[src/rtl/pcm_playback_feeder.sv]
// Stereo sample FIFO feeding the codec playback bus; the presented pair only changes on a codec frame.
// Optional PCM_HOLD_LAST_EN: repeat the last played pair on underrun / while priming instead of 0/0.
module pcm_playback_feeder #(
  parameter int DEPTH       = 8,
  parameter int PRIME_LEVEL = 4
) (
  input  logic                   clk,
  input  logic                   reset,
  input  logic [15:0]            in_left,
  input  logic [15:0]            in_right,
  input  logic                   in_valid,
  output logic                   in_ready,
  input  logic                   pcm_accept,
  output logic [15:0]            pcm_left,
  output logic [15:0]            pcm_right,
  output logic [$clog2(DEPTH):0] fifo_count,
  output logic [15:0]            underrun_count,
  output logic                   playing
);
  localparam int AW = $clog2(DEPTH);
  localparam int CW = AW + 1;
  localparam logic [CW-1:0] FULL_LVL  = CW'(DEPTH);
  localparam logic [CW-1:0] PRIME_LVL = CW'(PRIME_LEVEL);

  typedef enum logic {
    ST_PRIME = 1'b0,
    ST_RUN   = 1'b1
  } state_t;

  state_t        state, state_nxt;
  logic          accept_q;
  logic          frame;
  logic [15:0]   hold_l, hold_r;
  logic [15:0]   next_l, next_r;
  logic [31:0]   mem [DEPTH];
  logic [AW-1:0] wr_ptr, rd_ptr;
  logic          fifo_empty;
  logic          push, pop, underrun;

  // Handshake: a sample moves in on in_valid & in_ready; the codec consumes
  // one pair per rising edge of pcm_accept (a frame). Frames during reset are ignored.
  assign frame      = pcm_accept & ~accept_q & ~reset;
  assign fifo_empty = (fifo_count == '0);
  assign in_ready   = (fifo_count != FULL_LVL);
  assign push       = in_valid & in_ready;
  assign playing    = (state == ST_RUN);

  // The new pair reaches the codec combinationally in its latch cycle only.
  assign pcm_left  = frame ? next_l : hold_l;
  assign pcm_right = frame ? next_r : hold_r;

  always_comb begin
    state_nxt = state;
    pop       = 1'b0;
    underrun  = 1'b0;
`ifdef PCM_HOLD_LAST_EN
    next_l    = hold_l;
    next_r    = hold_r;
`else
    next_l    = '0;
    next_r    = '0;
`endif
    case (state)
      ST_PRIME: begin
        if (fifo_count >= PRIME_LVL) state_nxt = ST_RUN;
      end
      ST_RUN: begin
        if (frame) begin
          if (!fifo_empty) begin
            {next_l, next_r} = mem[rd_ptr];
            pop              = 1'b1;
          end else begin
            underrun  = 1'b1;
            state_nxt = ST_PRIME;
          end
        end
      end
    endcase
  end

  always_ff @(posedge clk) begin
    if (reset) begin
      state          <= ST_PRIME;
      accept_q       <= 1'b1;
      hold_l         <= '0;
      hold_r         <= '0;
      wr_ptr         <= '0;
      rd_ptr         <= '0;
      fifo_count     <= '0;
      underrun_count <= '0;
    end else begin
      state    <= state_nxt;
      accept_q <= pcm_accept;
      if (frame) begin
        hold_l <= next_l;
        hold_r <= next_r;
      end
      if (push) wr_ptr <= wr_ptr + 1'b1;
      if (pop)  rd_ptr <= rd_ptr + 1'b1;
      case ({push, pop})
        2'b10:   fifo_count <= fifo_count + 1'b1;
        2'b01:   fifo_count <= fifo_count - 1'b1;
        default: fifo_count <= fifo_count;
      endcase
      if (underrun && underrun_count != 16'hFFFF)
        underrun_count <= underrun_count + 1'b1;
    end
  end

  // Storage is not reset; clearing the pointers discards its contents.
  always_ff @(posedge clk) begin
    if (push) mem[wr_ptr] <= {in_left, in_right};
  end

endmodule

[config.mk]
export PLATFORM = sky130hd
export DESIGN_NAME = pcm_playback_feeder
export DESIGN_NICKNAME = d
export VERILOG_FILES = /design/src/rtl/pcm_playback_feeder.sv
export SDC_FILE = /design/constraint.sdc
export NUM_CORES = 1
export LEC_CHECK = 0
export ABC_AREA = 1
export CAP_MARGIN = 20
export CORE_ASPECT_RATIO = 1.25
export CORE_MARGIN = 10
export CORE_UTILIZATION = 49
export CTS_CLUSTER_SIZE = 20
export DETAILED_ROUTE_END_ITERATION = 16
export PLACE_DENSITY = 0.8
export SYNTH_ARGS = -nofsm -noshare
export SYNTH_HDL_FRONTEND = slang
export SYNTH_SLANG_ARGS = --single-unit
[constraint.sdc]
create_clock -name clk -period 7.4 [get_ports clk]
set_clock_uncertainty 0.2 [all_clocks]
set_input_delay 1.85 -clock clk [delete_from_list [all_inputs] [get_ports clk]]
set_output_delay 1.85 -clock clk [all_outputs]
set_load 0.02 [all_outputs]
==> After elaboration in Yosys (flattened, before gate mapping) <==
Memories as Yosys holds them, arrays and structs flattened. A register that Yosys moved wholly into a read port is not among the register bits.
Index checks and enable logic that the tools add are counted.
{ "word_totals": {"ff_bits": 60, "ramBits": 256, "in_bits": 36, "output_inout_bits": 54, "elab_cells": 48, "mem_count": 1} }
{ "memory_table": {"columns": ["memory", "words", "width", "rd", "rd_ports_with_merged_regs", "wr", "line", "source"], "rows": [
  ["mem", 8, 32, 1, 1, 1, "35", "logic [31:0] mem [DEPTH];"]
]} }
{ "classes": {"add_sub_neg": 5, "order_cmp": 1, "n_eq_ne": 4, "mux": 20, "n_bitwise": 6, "reduce_logical": 3} }
{ "ops": {"columns": ["cell", "count"], "rows": [
  ["$mux 16", 6],
  ["$add 16x1->16 const B", 1],
  ["$ne 16x16->1 const B", 1],
  ["$mux 1", 10],
  ["$pmux 4 s2", 1],
  ["$add 3x1->3 const B", 2],
  ["$mux 3", 2],
  ["$add 4x1->4 const B", 1],
  ["$ge 4x3->1 const B", 1],
  ["$logic_not 4->1", 1],
  ["$ne 4x4->1 const B", 1],
  ["$sub 4x1->4 const B", 1],
  ["$and 1x1->1", 3],
  ["$not 1->1", 3],
  ["$eq 2x1->1 const B", 1],
  ["$eq 2x2->1 const B", 1],
  ["$pmux 1 s2", 1],
  ["$reduce_bool 2->1", 1],
  ["$logic_and 1x1->1", 1]
]} }

==> Longest topological paths before layout <==
{ "depth": {"depth_word": 7, "mapped_depth": 12, "mapped_depth_nobuf": 11} }

==> Worst setup path before layout <==
No wires, ideal clock.
{ "synth_timing": {"path_kind": "input -> output", "startpoint": "in pcm_accept", "endpoint": "out pcm_left[0]", "arrival_ps": 2826, "t_required_ps": 5350, "setup_slack_ps": 2524, "cell_stages": 8, "n_path_buf": 2, "cell_sequence": "inv_1 > nor2_1 > nand2_2 > nor3_4 > buf_6 > buf_6 > nand3_2 > nand2_1"} }
{ "synth_between": {"elab_chain_len": 3} }
{ "synth_rtl": {"columns": ["item", "line", "source"], "rows": [
  ["start, declared", "13", "input logic pcm_accept,"],
  ["$and 1x1->1 (2 in a row)", "42", "assign frame = pcm_accept & ~accept_q & ~reset;"],
  ["$mux 16", null, null],
  ["end, declared", "14", "output logic [15:0] pcm_left,"]
]} }
No other way between the ends.

==> Worst setup path after layout <==
{ "layout_timing": {"startpoint": "in pcm_accept", "endpoint": "out pcm_right[12]"} }
{ "layout_between": {"elab_chain_len": 3} }
{ "layout_rtl": {"columns": ["item", "line", "source"], "rows": [
  ["$and 1x1->1 (2 in a row)", "42", null],
  ["$mux 16", null, null],
  ["end, declared", "15", "output logic [15:0] pcm_right,"]
]} }
No other way between the ends.

==> results.txt <==
RSZ-0062 raised after global routing: false
Layout cells sized above 1: 0.0759
Skew-Pair Late Insertion Delay: 0.55 ns
Met1 Track Usage GR: 0.225
Global routing's busiest layer: met2
Die Y: 201 um
Share of the yosys chip area belonging to registers: 0.699
Final Power: 3.68 mW
Setup violations, final: 0
Final GP Congestion: 0.895
Die area: 33,000 um^2
Die Span X: 165 um
Final count of pins violating max slew: 0
Fin crit share: 0.877
Fillers: 2,062
CTS Hold Bufs: 0
DRC errors left: 0
Drt initial violations: 886
All-Layer GR Usage: 0.179
Root buffer selected by CTS: clkbuf_16
CTS tree: built
Fin nets: 1,296
Vias per Instance: 5.50
Routed Antenna Nets: 0
Post-Route WL: 30.5 mm
Max FO, Critical Path: 40
IO Pins: 90
Instance count of the mapped netlist: 1,178
DP HPWL: 17.0 mm
Clock slew at reported path FFs: 0.06 ns
Worst Hold Class: register to register
First-pass GRT wire length: 47.4 mm
Arrival time at the worst endpoint: 4.44 ns
Clock Sinks: 319
Met2 usage: 0.308
Status: finished clean
Worst IR drop on VDD: 0.207 mV
Max-cap viol count: 0
Synthesized area: 12,800 um^2
Setup TNS: 0 ns
IO buf count: 89
Setup Crit Path Kind: input pin to output port
Vias: 8,917
P per Cell Area: 244 nW/um^2
Row cnt: 66
CTS max path bufs: 3
Num CTS Buffers: 30
Initial antenna violation count: 3
# Post-CTS Setup Buffers: 0
H-Tree Depth: 1
Total grt overflow: 0
M3 GR Usage: 0.0316
Core Area: 25,900 um^2
Syn Area/Cell: 10.9 um^2
Fmax: 0.154 GHz
Yosys warns: 0
Routed WL per cell: 18.8 um
Detailed Routing Iterations Pass 1: 5
Critical path required time: 5.35 ns
Largest net degree at the start of global routing: 83
Synth unique cells: 28
CP Capture Type: output port
Slew headroom: 0.386
Least-Margin Pin Slew: 0.921 ns
Final Hold Vio Count: 0
Vias in the first global route: 8,773
Period minus WS final: 6.49 ns
Initial core utilization: 0.494
CP Launch Type: input pin
Synthesized Nets: 1,220
Leak pwr: 5.23 nW
Area Overhead vs Synth: 17.6%
Yosys reg bits: 319
Cts repair resizes: 0
==> power by group <==
part	internal [mW]	total, mW	switching [mW]
clock	0.929	1.56	0.629
sequential	1.97	1.98	0.0120
combinational	0.0442	0.137	0.0927
==> kinds of logic (layout without fill, tap and decap cells) <==
kind of cell               Yosys count  in the layout  synth area share
buffers and inverters               89            189            0.0301
xor gates and xnor gates             7              7           0.00479
adders and majority gates            6              6           0.00586
AOI/OAI and AO/OA                  194            194            0.0767
DFF                                319            319             0.699
other                                0              3                 0
and+or+nand+nor                    563            563             0.184
==> routing by layer <==
layer / up-vias / part of all wire
met5: - / 0
met4: 0 / 0.022
met3: 55 / 0.081
met2: 371 / 0.50
met1: 4255 / 0.40
li1: 4236 / -
==> placed cells by master (no fill, tap or decap), types with 6 or more instances in the layout <==
cell type        instances
nand2_1                138
o21ai_0                129
nor2_4                   9
dfxtp_1                 61
edfxtp_1               256
inv_1                   20
clkinv_1                 7
o21ai_1                  8
clkdlybuf4s50_1         88
nand3_2                 10
clkbuf_16               31
nor2_1                 292
ha_1                     6
nand3_1                101
buf_4                   18
a21oi_1                 54
==> sequential cells by signal, indices dropped and copies added, names as in the netlist, named ones only <==
| register | count |
|---|---|
| mem | 256 |
| rd_ptr | 3 |
| fifo_count | 4 |
| underrun_count | 16 |
| wr_ptr | 3 |
| hold_l | 16 |
| playing | 1 |
| accept_q | 1 |
| hold_r | 16 |
==> final cells by class <==
type,instances,area (um^2),share of cell area
Clock buffer,39,836,0.0555
Timing Repair Buffer,108,1030,0.0686
Inverter,25,93.8,0.00623
Multi-Input combinational cell,770,3530,0.234
Sequential cell,319,8950,0.595
Clock inverter,17,176,0.0117
Antenna cell,3,7.51,0.000499
Tap cell,340,425,0.0283
==> per-stage QoR <==
stage | cells | setup slack, ns | instance area (um^2) | utilization | hold slack (ns)
global route | 1621 | 0.721 | 15100 | 0.581 | 0.293
floorplan | 1178 | 2.52 | 12800 | - | 0.248
detailed placement | 1562 | 0.916 | 14000 | 0.541 | 0.266
finish | 1621 | 0.909 | 15100 | 0.581 | 0.271
global placement | 1561 | 1.01 | 14000 | 0.541 | 0.260
CTS | 1618 | 0.909 | 15000 | 0.580 | 0.275
==> worst paths after layout <==
| path | start | to | slack (ns) | cells past startpoint |
|---|---|---|---|---|
| worst max-delay path | pcm_accept | pcm_right[12] | 0.91 | 9 |
| worst min-delay path | hold_l[1] | hold_l[1] | 0.27 | 2 |
| worst max register to register | accept_q | fifo_count[2] | 4.59 | 10 |
| worst min register to register | hold_l[1] | hold_l[1] | 0.27 | 2 |
==> synthesized netlist by cell type <==
library cell / count / share of area
o311a_1: 1 / 0.00078
xnor2_1: 3 / 0.0021
a21oi_1: 54 / 0.021
nand3_2: 10 / 0.0078
clkbuf_1: 25 / 0.0073
a21oi_2: 1 / 0.00068
nor3_4: 1 / 0.0013
nand2_2: 3 / 0.0015
o211ai_1: 1 / 0.00059
nor2_4: 1 / 0.00088
buf_1: 14 / 0.0041
o21ai_1: 8 / 0.0031
nand3_1: 101 / 0.039
dfxtp_1: 63 / 0.099
nor2_2: 2 / 0.00098
nor2_1: 300 / 0.088
nor3_1: 2 / 0.00078
buf_2: 20 / 0.0078
ha_1: 6 / 0.0059
inv_2: 5 / 0.0015
inv_1: 20 / 0.0059
buf_4: 3 / 0.0018
xor2_1: 4 / 0.0027
edfxtp_1: 256 / 0.60
o21ai_0: 129 / 0.050
buf_6: 2 / 0.0018
nand2_1: 138 / 0.040
nand4_1: 5 / 0.0024
==> worst max-delay path: stages <==
cell and delay (ns):
clkdlybuf4s50_1 0.45, inv_1 0.06, nor2_1 0.11, nand2_2 0.25, nor3_4 0.23, buf_4 0.53
nand3_1 0.21, nand2_1 0.10, clkdlybuf4s50_1 0.62
(Power assumes the default switching activity.)
